**config.mk**
```make
export PLATFORM = sky130hd
export DESIGN_NAME = tap_edge_monitor
export DESIGN_NICKNAME = d
export VERILOG_FILES = /design/src/rtl/tap_edge_monitor.sv
export SDC_FILE = /design/constraint.sdc
export NUM_CORES = 1
export LEC_CHECK = 0
export BUFFER_PORTS_ARGS = -buffer_cell sky130_fd_sc_hd__buf_4
export CORE_MARGIN = 5
export CORE_UTILIZATION = 50
export CTS_CLUSTER_SIZE = 16
export DETAILED_ROUTE_END_ITERATION = 16
export MAX_ROUTING_LAYER = met4
export PLACE_DENSITY = 0.72
export SYNTH_ARGS = -nofsm -noshare
export SYNTH_HDL_FRONTEND = slang
export SYNTH_SLANG_ARGS = --single-unit
```
**constraint.sdc**
```tcl
create_clock -name clk -period 2.2 [get_ports clk]
set_input_delay 0.44 -clock clk [delete_from_list [all_inputs] [get_ports clk]]
set_output_delay 0.44 -clock clk [all_outputs]
set_load 0.005 [all_outputs]
```
**src/rtl/tap_edge_monitor.sv**
```systemverilog
// Timestamps the edges of five delay-line taps relative to the trigger edge and flags ordering and timeout faults.
// Optional: define TAP_MONITOR_ORDER_CHECK_EN to enable the tap-ordering check (err_order is tied low otherwise).
module tap_edge_monitor #(
  parameter int CNT_W   = 8,
  parameter int TIMEOUT = 200
) (
  input  logic             clk,
  input  logic             reset,
  input  logic             arm,
  input  logic             edge_pol,
  input  logic             trig_in,
  input  logic [4:0]       tap_in,
  input  logic [2:0]       rd_sel,
  output logic [CNT_W-1:0] rd_data,
  output logic             busy,
  output logic             done,
  output logic [4:0]       seen,
  output logic             err_order,
  output logic             err_timeout
);

  typedef enum logic [1:0] {S_IDLE, S_WAIT_TRIG, S_MEASURE, S_DONE} state_t;

  localparam logic [4:0]       ALL_TAPS    = 5'b11111;
  localparam logic [CNT_W-1:0] TIMEOUT_CNT = CNT_W'(TIMEOUT);
  localparam logic [CNT_W-1:0] CNT_MAX     = '1;

  state_t           state, state_nxt;
  logic [5:0]       sync1, sync2, hist, edges;
  logic             pol;
  logic [CNT_W-1:0] count;
  logic [CNT_W-1:0] ts [5];
  logic             arm_ok, start, timeout_hit;
  logic [4:0]       cap;

  // Bit 5 carries the trigger so it sees exactly the same latency as the taps.
  always_ff @(posedge clk) begin
    if (reset) begin
      sync1 <= '0;
      sync2 <= '0;
      hist  <= '0;
    end else begin
      sync1 <= {trig_in, tap_in};
      sync2 <= sync1;
      hist  <= sync2;
    end
  end

  assign edges = pol ? (sync2 & ~hist) : (~sync2 & hist);

  always_ff @(posedge clk) begin
    if (reset) state <= S_IDLE;
    else       state <= state_nxt;
  end

  always_comb begin
    state_nxt   = state;
    arm_ok      = 1'b0;
    start       = 1'b0;
    timeout_hit = 1'b0;
    cap         = '0;
    case (state)
      S_IDLE, S_DONE: begin
        if (arm) begin
          arm_ok    = 1'b1;
          state_nxt = S_WAIT_TRIG;
        end
      end
      S_WAIT_TRIG: begin
        if (edges[5]) begin
          start     = 1'b1;
          cap       = edges[4:0];
          state_nxt = (cap == ALL_TAPS) ? S_DONE : S_MEASURE;
        end
      end
      S_MEASURE: begin
        cap = edges[4:0] & ~seen;
        if ((seen | cap) == ALL_TAPS) begin
          state_nxt = S_DONE;
        end else if (count == TIMEOUT_CNT) begin
          timeout_hit = 1'b1;
          state_nxt   = S_DONE;
        end
      end
      default: state_nxt = S_IDLE;
    endcase
  end

  // Taps captured in the trigger cycle get timestamp 0; the counter reads 1 the cycle after.
  always_ff @(posedge clk) begin
    if (reset) begin
      pol         <= 1'b1;
      count       <= '0;
      seen        <= '0;
      err_timeout <= 1'b0;
      for (int i = 0; i < 5; i++) ts[i] <= '0;
    end else if (arm_ok) begin
      pol         <= edge_pol;
      count       <= '0;
      seen        <= '0;
      err_timeout <= 1'b0;
      for (int i = 0; i < 5; i++) ts[i] <= '0;
    end else begin
      if (start)
        count <= CNT_W'(1);
      else if (state == S_MEASURE && count != CNT_MAX)
        count <= count + CNT_W'(1);
      for (int i = 0; i < 5; i++)
        if (cap[i]) ts[i] <= start ? '0 : count;
      seen <= seen | cap;
      if (timeout_hit) err_timeout <= 1'b1;
    end
  end

`ifdef TAP_MONITOR_ORDER_CHECK_EN
  logic [4:0] covered;
  logic       order_hit;

  // A tap is out of order if any shorter tap is still missing after this cycle's captures.
  always_comb begin
    covered   = seen | cap;
    order_hit = 1'b0;
    for (int i = 1; i < 5; i++)
      for (int j = 0; j < i; j++)
        if (cap[i] && !covered[j]) order_hit = 1'b1;
  end

  always_ff @(posedge clk) begin
    if (reset)          err_order <= 1'b0;
    else if (arm_ok)    err_order <= 1'b0;
    else if (order_hit) err_order <= 1'b1;
  end
`else
  assign err_order = 1'b0;
`endif

  always_comb begin
    rd_data = '0;
    case (rd_sel)
      3'd0:    rd_data = ts[0];
      3'd1:    rd_data = ts[1];
      3'd2:    rd_data = ts[2];
      3'd3:    rd_data = ts[3];
      3'd4:    rd_data = ts[4];
      default: rd_data = '0;
    endcase
  end

  assign busy = (state == S_WAIT_TRIG) || (state == S_MEASURE);
  assign done = (state == S_DONE);

endmodule

```
== Word level (Yosys, flattened, before mapping) ==
Memories as Yosys holds them, arrays and structs flattened.
Index checks and enable logic that the tools add are counted.
W data, S select, Z words.
Word-level totals
  bits in registers: 35
  latch bits: 0
  RAM bits: 40
  memory bits (read-only): 0
  output and inout bits: 17
  memories kept: 1
Cells by class
  add/subtract/negate cells: 1
  multiply operators: 0
  divide/modulo/power cells: 0
  order comparisons: 0
  equality and inequality tests: 14
  shifts and indexed selects: 0
  multiplexer cells: 55
  bitwise operators: 18
  reductions and logical operators: 9
Memories
  ts: depth 5, width 8, read ports 5, clocked after Yosys merged registers in 0, write ports 5, line 32  | logic [CNT_W-1:0] ts [5];
Operator list (count)
  $mux W8: 11
  $pmux W8 S5: 1
  $mux W1: 35
  $and A6 B6 Y6: 2
  $not A6 Y6: 2
  $eq A5 B5 Y1 const B: 2
  $or A1 B1 Y1: 10
  $or A5 B5 Y5: 2
  $pmux W5 S2: 1
  $add A8 B1 Y8 const B: 1
  $eq A8 B8 Y1 const B: 1
  $mux W2: 4
  $ne A8 B8 Y1 const B: 1
  $eq A3 B2 Y1 const B: 2
  $mux W6: 1
  $pmux W2 S3: 1
  $and A5 B5 Y5: 1
  $mux W5: 1
  $not A5 Y5: 1
  $eq A2 B2 Y1 const B: 2
  $ne A2 B2 Y1 const B: 2
  $reduce_or A2 Y1: 2
  $eq A3 B1 Y1 const B: 1
  $eq A3 B3 Y1 const B: 1
  other kinds (9): 9

== Depth between registers and ports, before layout ==
Gate-level depths: netlist of run 1.
  depth after elaboration: 10
  depth in mapped cells: 8
  gate-level depth less buffers: 7

== Worst setup path after synthesis of run 1 ==
Ideal clock, no wire load.
  path kind: reg-to-reg
  start: register state[0]
  end: memory ts[0][0], enable pin
  arrival time: 1.926 ns
  path slack: -0.112 ns
  cell stages (with the launch flop): 6
  buffers on the path: 1
  clock period less this slack: 2.312 ns
  cell sequence: dfxtp_1 > inv_1 > ha_1 > or2_2 > clkbuf_1 > o31ai_1
RTL lines
  from (decl): line 28  | state_t state, state_nxt;
  from (signal assigned): line 53  | else state <= state_nxt;
  to (decl): line 32

==> results of run 1 <==
[cells by family (layout without fill, tap and decap cells)]
family	Yosys count	in the layout	synth area share [%]
AOI/OAI and AO/OA	67	67	14.9
xor gates and xnor gates	6	6	1.67
adders and majority gates	5	5	1.98
buffers and inverters	26	70	3.33
DFF	75	75	60.3
muxes	10	10	3.61
other	1	1	0.119
and+or+nand+nor	78	78	14.1
[Yosys cell counts, types with 4 or more instances]
library cell,number
dfxtp_1,35
nor2_1,19
and2_1,9
nand2b_1,7
mux2_2,7
ha_1,5
clkbuf_1,9
nor2b_1,20
a22oi_1,15
xnor2_1,4
a21oi_1,12
edfxtp_1,40
o31ai_1,5
inv_1,11
o22ai_1,11
o21a_1,9
[routing by layer]
layer	wire length, um	up-vias
li1	-	1060
met1	2590	975
met2	2880	57
met3	283	8
met4	81	0
met5	0	-
[power groups by stage]
stage / logic [mW] / registers, mW / clock network [mW]
after floorplan: 0.431 / 1.73 / 0
after global placement: 0.630 / 1.74 / 0
after detailed placement: 0.639 / 1.75 / 0
after CTS: 0.643 / 1.72 / 1.18
after global routing: 0.703 / 1.74 / 1.24
final: 0.639 / 1.72 / 1.16
[timing repair]
item                                    4_1_cts  5_1_grt
gates resized for setup                       0        2
endpoints found under the setup margin        0       21
hold endpoints to repair                      0        0
buffers inserted                              0        1
[registers in the layout, indices dropped and copies added, names as in the netlist]
name         flops
ts              40
sync2            6
hist             6
seen             5
state            2
count            8
sync1            6
pol              1
err_timeout      1
[worst max-delay path, delay by kind of cell, from the launching register on]
family                   cells  cell delay (ns)
adder cells (fa/ha/maj)      1             0.37
AND/OR/NAND/NOR              3             0.74
AO/OA/AOI/OAI                1             0.17
flip-flops                   1             0.37
buffers and inverters        2             0.23
[stage by stage]
step           setup slack, ns  area, um^2  util [%]  setup TNS (ns)
2_1_floorplan           -0.112        3150         -           -4.49
3_3_place_gp             0.183        3490      56.0               0
3_5_place_dp             0.126        3490      56.0               0
4_1_cts                 0.0857        3720      59.6               0
5_1_grt                 0.0612        3730      59.8               0
6_report                 0.162        3730      59.8               0
[final timing paths]
check	cells past startpoint	from	endpoint	slack [ns]
worst min-delay path	2	tap_in[2]	sync1[2]	0.30
worst max-delay path	7	state[0]	ts[0][24]	0.16
worst min register to register	1	sync1[2]	sync2[2]	0.44
worst max register to register	7	state[0]	ts[0][24]	0.16
[cell type report]
class	count	area (um^2)	area share [%]
clock buffers	9	124	3.32
clock inverters	7	103	2.75
inverters	13	48.8	1.31
multi-input cells	167	1150	30.8
flip-flops and latches	75	1900	51.0
well taps	77	96.3	2.58
repair buffers	41	308	8.25
==> flow_summary_export.csv, run 1 <==
group,metric,value,unit
detailed_routing,vias,2100,
global_routing,grtUsageMet3,5.53,%
global_routing,grtUsageMet2,27.5,%
die,die_height,89.4,um
clock_tree,hold_buffers,0,
timing,whs,0.301,ns
timing,setup_violations,0,
detailed_routing,avgRoutedWirePerCell,15.0,um
global_routing,met1_usage,19.9,%
power_and_ir_drop,power_leakage,1.42,nW
cells_and_area,final_common_cell,"buf_4",
detailed_routing,remaining_drc_errors,0,
synth,synth-edff-count,40,
worst_setup_path,worstSetupPathType,"reg2reg",
die,ios,30,
clock_tree,clk_path_buf_depth,2,
power_and_ir_drop,p_sw_share,26.8,%
placement,numPlacedInstances,372,
global_routing,top_usage_layer,"met2",
cells_and_area,final_cell_mix,"buf_4 (41), edfxtp_1 (40), dfxtp_1 (35)",
clock_tree,cts_tree,"done",
power_and_ir_drop,seqPwrFrac,48.9,%
synth,ys_types,48,
clock_tree,htreeDepth,3,
run_status,status,"complete, no violations",
synth,async_flop_share,0,%
detailed_routing,drt_iter0_drc,98,
power_and_ir_drop,power.density,943,mW/mm^2
die,fp.dieW,89.4,um
cells_and_area,antenna_cells,0,
detailed_routing,routed_via_density,5.40,
job,maxCapViolCount,0,
synth,synth_area_per_cell,11.8,um^2
timing,hold_viol_final,0,
cells_and_area,areaGrowthSynthToFinish,18.3,%
detailed_routing,antenna_left,0,
placement,io_buffers,28,
placement,place_congestion,0.851,
placement,hpwl,4.02,mm
die,start_util,50.5,%
global_routing,grt_overflow,0,
timing,grt_setup_unrepaired,"false",
clock_tree,cts.reportedPaths.clkPinSlew,0.08,ns
synth,synth.area.top_cells,"edfxtp_1 (38%), dfxtp_1 (22%), nor2b_1 (4.0%), a22oi_1 (3.6%), mux2_2 (2.5%)",
global_routing,grt_antenna_before_repair,0,
worst_setup_path,crit_chain,"inv_1, ha_1, or2_2, nor3_1, o31a_1, buf_4, and2_1",
timing,finalCriticalPeriod,2.04,ns
worst_setup_path,crit_fanout,8,
die,std_cell_rows,29,
power_and_ir_drop,p_int,2.57,mW
synth,yosysTopAreaCell,"edfxtp_1",
worst_setup_path,critical_path_required,2.39,ns
synth,yosys_warnings,0,
cells_and_area,layout-drive-gt1-share,23.4,%
worst_setup_path,startpoint_type,"flop",
clock_tree,cts-root-buf,"clkbuf_8",
power_and_ir_drop,power_switching,941,uW
die,core,0.00624,mm^2
clock_tree,clk_latency,0.35,ns
detailed_routing,drt_first_pass_iters,4,
cells_and_area,finalNetCount,325,
clock_tree,cts_made_buffers,9,
synth,synth_ff_type,"edfxtp_1",
global_routing,grt_pass1_vias,2022,
global_routing,grt.total_usage,16.9,%
die,dieArea,0.00799,mm^2
synth,synthesis.nets,286,
timing,min_period_over_period,92.6,%
power_and_ir_drop,finalPower,3.52,mW
synth,yosysSeqAreaShare,60.3,%
detailed_routing,wl,5.84,mm
worst_setup_path,crit_path_end_kind,"flop",
synth,syn_area,0.00315,mm^2
global_routing,grt_max_degree,24,
power_and_ir_drop,ir_drop,0.000614,V
cells_and_area,num-fill-cells,505,
synth,ys_ff_latch,75,
cells_and_area,final_cells,389,
worst_setup_path,slowest_delay,0.37,ns
timing,maxSlewViolCount,0,
clock_tree,clkSinkCount,75,
timing,fin_skew,0.00520,ns
worst_setup_path,cpMaxStageDelayCell,"dfxtp_1",
global_routing,grt_pass1_wl,9.69,mm
synth,postSynthCellCount,268,
synth,synth_top_area_share,38.1,%
power_and_ir_drop,clkPwrFrac,32.9,%
min_path,hp-class,"in2reg",
power_and_ir_drop,comb_power_share,18.2,%
worst_setup_path,worstPathArrival,2.22,ns
timing,max_freq,491,MHz
No activity file was read; power rests on OpenSTA's default activity.
==> run 2, diff against run 1 <==
--- a/config.mk
+++ b/config.mk
@@ -6,12 +6,15 @@
 export NUM_CORES = 1
 export LEC_CHECK = 0
 export BUFFER_PORTS_ARGS = -buffer_cell sky130_fd_sc_hd__buf_4
+export CELL_PAD_IN_SITES_DETAIL_PLACEMENT = 2
+export CELL_PAD_IN_SITES_GLOBAL_PLACEMENT = 2
 export CORE_MARGIN = 5
-export CORE_UTILIZATION = 50
+export CORE_UTILIZATION = 35
 export CTS_CLUSTER_SIZE = 16
 export DETAILED_ROUTE_END_ITERATION = 16
 export MAX_ROUTING_LAYER = met4
-export PLACE_DENSITY = 0.72
+export PLACE_DENSITY = 0.74
+export RECOVER_POWER = 100
 export SYNTH_ARGS = -nofsm -noshare
 export SYNTH_HDL_FRONTEND = slang
 export SYNTH_SLANG_ARGS = --single-unit
==> flow_summary_export.csv, run 2 (synthesis gave the netlist of run 1 again) <==
group,metric,value,unit
run_status,status,"complete, no violations",
detailed_routing,vias,2255,
cells_and_area,largest_register_ffs,40,
detailed_routing,met1_length,3.44,mm
detailed_routing,routed_via_density,5.32,
worst_setup_path,worstSetupPathType,"reg2reg",
worst_setup_path,slowest_delay,0.38,ns
cells_and_area,final_area,0.00379,mm^2
worst_setup_path,critPathBufInv,2,
placement,dpl_cell_area,0.00356,mm^2
global_routing,grt_max_degree,22,
global_routing,grt.total_usage,15.9,%
clock_tree,clk_path_buf_depth,2,
timing,timing.final.ws_setup,0.0946,ns
die,ios,30,
timing,grt_setup_unrepaired,"false",
worst_setup_path,rr_worst_depth,7,
power_and_ir_drop,power_leakage,1.42,nW
worst_setup_path,worstPathArrival,2.29,ns
die,die_height,105,um
detailed_routing,highest_layer,"met4",
detailed_routing,remaining_drc_errors,0,
timing,worst_slew_pin_slew,0.882,ns
placement,hpwl,5.45,mm
timing,fin_skew,0.00840,ns
detailed_routing,avgRoutedWirePerCell,19.1,um
clock_tree,cts.reportedPaths.clkPinSlew,0.08,ns
timing,finalSetupTns,0,ns
worst_setup_path,startpoint_type,"flop",
global_routing,grt_pass1_wl,13.4,mm
clock_tree,cts-root-buf,"clkbuf_8",
die,core,0.00876,mm^2
min_path,min_path_cells,2,
cells_and_area,final_cell_mix,"edfxtp_1 (40), dfxtp_1 (34), buf_4 (21)",
global_routing,grt_antenna_before_repair,0,
detailed_routing,met3WireLength,266,um
timing,maxSlewViolCount,0,
detailed_routing,drt_first_pass_iters,4,
timing,setup_violations,0,
job,maxCapViolCount,0,
global_routing,grt_overflow,0,
worst_setup_path,cpMaxStageDelayCell,"dfxtp_1",
worst_setup_path,rr_startpoint,"state[0]",
die,std_cell_rows,34,
clock_tree,htreeDepth,3,
detailed_routing,antenna_left,0,
worst_setup_path,timing.critical_path.max_delay_family,"simple AND/OR/NAND/NOR gates",
die,start_util,36.0,%
min_path,hp-class,"in2reg",
detailed_routing,wl,8.08,mm
timing,relSlewSlack,41.2,%
placement,place_congestion,0.710,
cells_and_area,antenna_cells,0,
die,dieArea,0.0110,mm^2
clock_tree,cts_made_buffers,9,
cells_and_area,num-fill-cells,906,
power_and_ir_drop,ir_drop,0.000511,V
cells_and_area,finalNetCount,329,
global_routing,grt_pass1_vias,2507,
worst_setup_path,crit_fanout,8,
cells_and_area,top_regs,"ts: 40 flops, count: 8 flops",
clock_tree,clkSinkCount,75,
worst_setup_path,crit_path_end_kind,"flop",
worst_setup_path,crit_chain,"inv_1, ha_1, or2_2, nor3_1, o31a_1, buf_4, and2_0",
clock_tree,hold_buffers,0,
timing,hold_viol_final,0,
cells_and_area,final_common_cell,"edfxtp_1",
detailed_routing,drt_iter0_drc,91,
worst_setup_path,r2r-end,"ts[0][18]",
min_path,hold_end,"sync1[1]",
timing,max_freq,475,MHz
die,fp.dieW,105,um
clock_tree,clk_latency,0.36,ns
timing,finalCriticalPeriod,2.11,ns
worst_setup_path,r2r_slack,0.09,ns
cells_and_area,areaGrowthSynthToFinish,20.2,%
placement,place_worst_setup_slack,0.0445,ns
power_and_ir_drop,power.density,987,mW/mm^2
placement,io_buffers,28,
cells_and_area,largest-register,"ts",
worst_setup_path,critical_path_required,2.38,ns
timing,min_period_over_period,95.7,%
min_path,min_from,"tap_in[1]",
cells_and_area,layout-drive-gt1-share,22.5,%
clock_tree,cts_tree,"done",
detailed_routing,met2_length,4.25,mm
run 2: changes by cell type in the layout (fill, tap and decap cells not counted), moves of 2 or more:
cell      before  now
clkbuf_2       0    3
clkbuf_1       0    5
clkbuf_4       0   15
and2_0         0    2
buf_4         41   21
clkinv_4       4    1
inv_6          0    2
run 2: routing by layer:
metal | GRT usage, % | up-vias
met4 | 5.21 | 0
li1 | - | 1060
met1 | 18.7 | 1140
met5 | - | -
met3 | 3.76 | 13
met2 | 26.8 | 42
run 2: stage by stage:
step / hold slack, ns / utilization (%) / power [mW] / std cells
floorplan: 0.414 / - / 2.16 / 268
global placement: 0.416 / 40.6 / 2.43 / 407
detailed placement: 0.426 / 40.6 / 2.46 / 407
CTS: 0.275 / 43.5 / 3.80 / 424
global route: 0.276 / 43.2 / 3.93 / 424
finish: 0.284 / 43.2 / 3.74 / 424
run 2: how the worst max path moves through the flow:
| stage | from | endpoint | slack [ns] | depth (start not counted) |
|---|---|---|---|---|
| 2_1_floorplan | state[0] | ts[0][0] | -0.11 | 5 |
| 4_1_cts | state[0] | ts[0][13] | 0.06 | 7 |
| 3_5_place_dp | state[0] | ts[0][13] | 0.04 | 6 |
| 3_3_place_gp | state[0] | ts[0][6] | 0.09 | 6 |
| 6_report | state[0] | ts[0][18] | 0.09 | 7 |
| 5_1_grt | state[0] | ts[0][16] | 0.002 | 7 |
run 2: worst reg2reg max path: stages (launching register included):
cell     delay [ns]
dfxtp_1        0.38
inv_1          0.09
ha_1           0.32
or2_2          0.38
nor3_1         0.20
o31a_1         0.17
buf_4          0.15
and2_0         0.24
run 2: final cells by class:
type	count	area (um^2)	share of cell area, %
Clock buffer	9	124	3.27
Clock inverter	7	124	3.27
Inverter	13	48.8	1.29
Multi-Input combinational cell	167	1140	30.2
Sequential cell	75	1900	50.2
Tap cell	108	135	3.57
Timing Repair Buffer	45	309	8.16
run 2: power by group:
group,switching [mW],internal (mW)
Combinational,0.415,0.265
Sequential,0.0806,1.66
Clock,0.559,0.763
run 2: what timing repair did:
action                     CTS  global route
setup endpoints to repair   20            62
resized for setup            0             1
setup buffers                1             0
==> run 3, diff against run 2 <==
--- a/config.mk
+++ b/config.mk
@@ -15,6 +15,8 @@
 export MAX_ROUTING_LAYER = met4
 export PLACE_DENSITY = 0.74
 export RECOVER_POWER = 100
+export SETUP_SLACK_MARGIN = 0.3
+export SKIP_CTS_REPAIR_TIMING = 1
 export SYNTH_ARGS = -nofsm -noshare
 export SYNTH_HDL_FRONTEND = slang
 export SYNTH_SLANG_ARGS = --single-unit
==> flow_summary_export.csv, run 3 (synthesis gave the netlist of run 1 again) <==
group,metric,value,unit
worst_setup_path,crit_path_end_kind,"flop",
global_routing,grt.total_usage,15.9,%
detailed_routing,met2_length,4.63,mm
cells_and_area,layout-drive-gt1-share,30.6,%
power_and_ir_drop,power_leakage,1.46,nW
timing,fin_skew,0.0108,ns
placement,place_congestion,0.715,
detailed_routing,antenna_left,0,
cells_and_area,top_regs,"ts: 40 flops, count: 8 flops",
timing,finalSetupTns,0,ns
timing,max_freq,503,MHz
worst_setup_path,startpoint_type,"flop",
placement,io_buffers,28,
detailed_routing,remaining_drc_errors,0,
global_routing,grt_pass1_wl,13.3,mm
timing,setup_violations,0,
run_status,status,"complete, no violations",
timing,hold_viol_final,0,
cells_and_area,largest-register,"ts",
detailed_routing,drt_iter0_drc,95,
worst_setup_path,crit_fanout,12,
timing,maxSlewViolCount,0,
timing,grt_setup_unrepaired,"true",
detailed_routing,vias,2240,
power_and_ir_drop,power.density,921,mW/mm^2
global_routing,grt_max_degree,23,
worst_setup_path,slowest_delay,0.45,ns
timing,min_period_over_period,90.3,%
placement,place_worst_setup_slack,0.0545,ns
placement,numPlacedInstances,404,
min_path,min_path_cells,2,
clock_tree,clk_path_buf_depth,2,
clock_tree,cts.reportedPaths.clkPinSlew,0.08,ns
die,ios,30,
placement,hpwl,6.02,mm
global_routing,grt_overflow,0,
cells_and_area,final_area,0.00393,mm^2
cells_and_area,areaGrowthSynthToFinish,24.8,%
cells_and_area,final_common_cell,"edfxtp_1",
detailed_routing,met3WireLength,228,um
timing,timing.final.ws_setup,0.213,ns
worst_setup_path,cpMaxStageDelayCell,"or3b_1",
detailed_routing,drt_first_pass_iters,4,
detailed_routing,avgRoutedWirePerCell,19.8,um
worst_setup_path,worstPathArrival,2.25,ns
placement,dpl_cell_area,0.00364,mm^2
die,start_util,36.0,%
worst_setup_path,critical_path_required,2.47,ns
worst_setup_path,rr_worst_depth,6,
cells_and_area,final_cell_mix,"edfxtp_1 (40), dfxtp_1 (34), buf_4 (33)",
detailed_routing,routed_via_density,5.27,
cells_and_area,final_cells,425,
clock_tree,cts-root-buf,"clkbuf_8",
cells_and_area,finalNetCount,330,
timing,finalCriticalPeriod,1.99,ns
clock_tree,cts_made_buffers,9,
min_path,hp-class,"in2reg",
clock_tree,cts_tree,"done",
die,fp.dieW,105,um
die,die_height,105,um
global_routing,grt_antenna_before_repair,0,
power_and_ir_drop,ir_drop,0.000356,V
clock_tree,htreeDepth,3,
die,dieArea,0.0110,mm^2
worst_setup_path,crit_chain,"or3b_1, and2_4, a222oi_1, buf_4, a21oi_1, a221oi_2",
cells_and_area,largest_register_ffs,40,
clock_tree,clkSinkCount,75,
global_routing,grt_pass1_vias,2509,
job,maxCapViolCount,0,
die,std_cell_rows,34,
timing,worst_slew_pin_slew,0.936,ns
die,core,0.00876,mm^2
clock_tree,clk_latency,0.36,ns
timing,relSlewSlack,37.6,%
detailed_routing,wl,8.41,mm
detailed_routing,highest_layer,"met4",
detailed_routing,met1_length,3.41,mm
cells_and_area,antenna_cells,0,
worst_setup_path,worstSetupPathType,"reg2reg",
## run 3: changes by cell type in the layout (fill, tap and decap cells not counted), moves of 3 or more
cell      previous run  this run
clkbuf_4            15         5
and2_4               1         6
buf_4               21        33
o31ai_4              0         5
and2_2               0         3
and2_1               7         1
o31ai_1              5         0
a22oi_2              0         5
clkinv_2             0         4
clkbuf_2             3         0
a22oi_1             15        10
## run 3: where the power goes
part,leakage (nW),switching (mW),internal (mW)
Combinational,0.641,0.481,0.376
Clock,0.0958,0.507,0.516
Sequential,0.720,0.0858,1.66
Total,1.46,1.07,2.55
## run 3: final timing paths
path         startpoint  endpoint  slack [ns]
min reg2reg    sync1[0]  sync2[0]        0.44
max reg2reg         pol  state[0]        0.21
max                 pol  state[0]        0.21
min           tap_in[1]  sync1[1]        0.29
## run 3: area by class of cell
cell class / instances / area, um^2
multi-input combinational: 168 / 1300
inverter: 13 / 48.8
clock buffer: 10 / 128
sequential: 75 / 1900
fill: 901 / 4830
clock inverter: 6 / 57.6
timing repair buffer: 45 / 359
tap: 108 / 135
## run 3: layer usage
| metal | up-vias | GRT usage, % |
|---|---|---|
| met5 | - | - |
| met4 | 0 | 6.03 |
| met3 | 11 | 2.84 |
| met2 | 38 | 28.7 |
| met1 | 1128 | 17.3 |
| li1 | 1063 | - |
## run 3: critical path: cells and delay by family, from the launching register on
kind | cells | cell delay (ns)
simple gates | 2 | 0.65
flops | 1 | 0.43
buf+inv | 1 | 0.18
compound gates | 3 | 0.63
## run 3: per-stage QoR
step                hold WS, ns  total power [mW]  util (%)
floorplan                 0.414              2.25         -
global placement          0.418              2.53      41.6
detailed placement        0.429              2.58      41.6
CTS                       0.285              3.60      43.7
global route              0.290              3.79      44.9
finish                    0.294              3.62      44.9
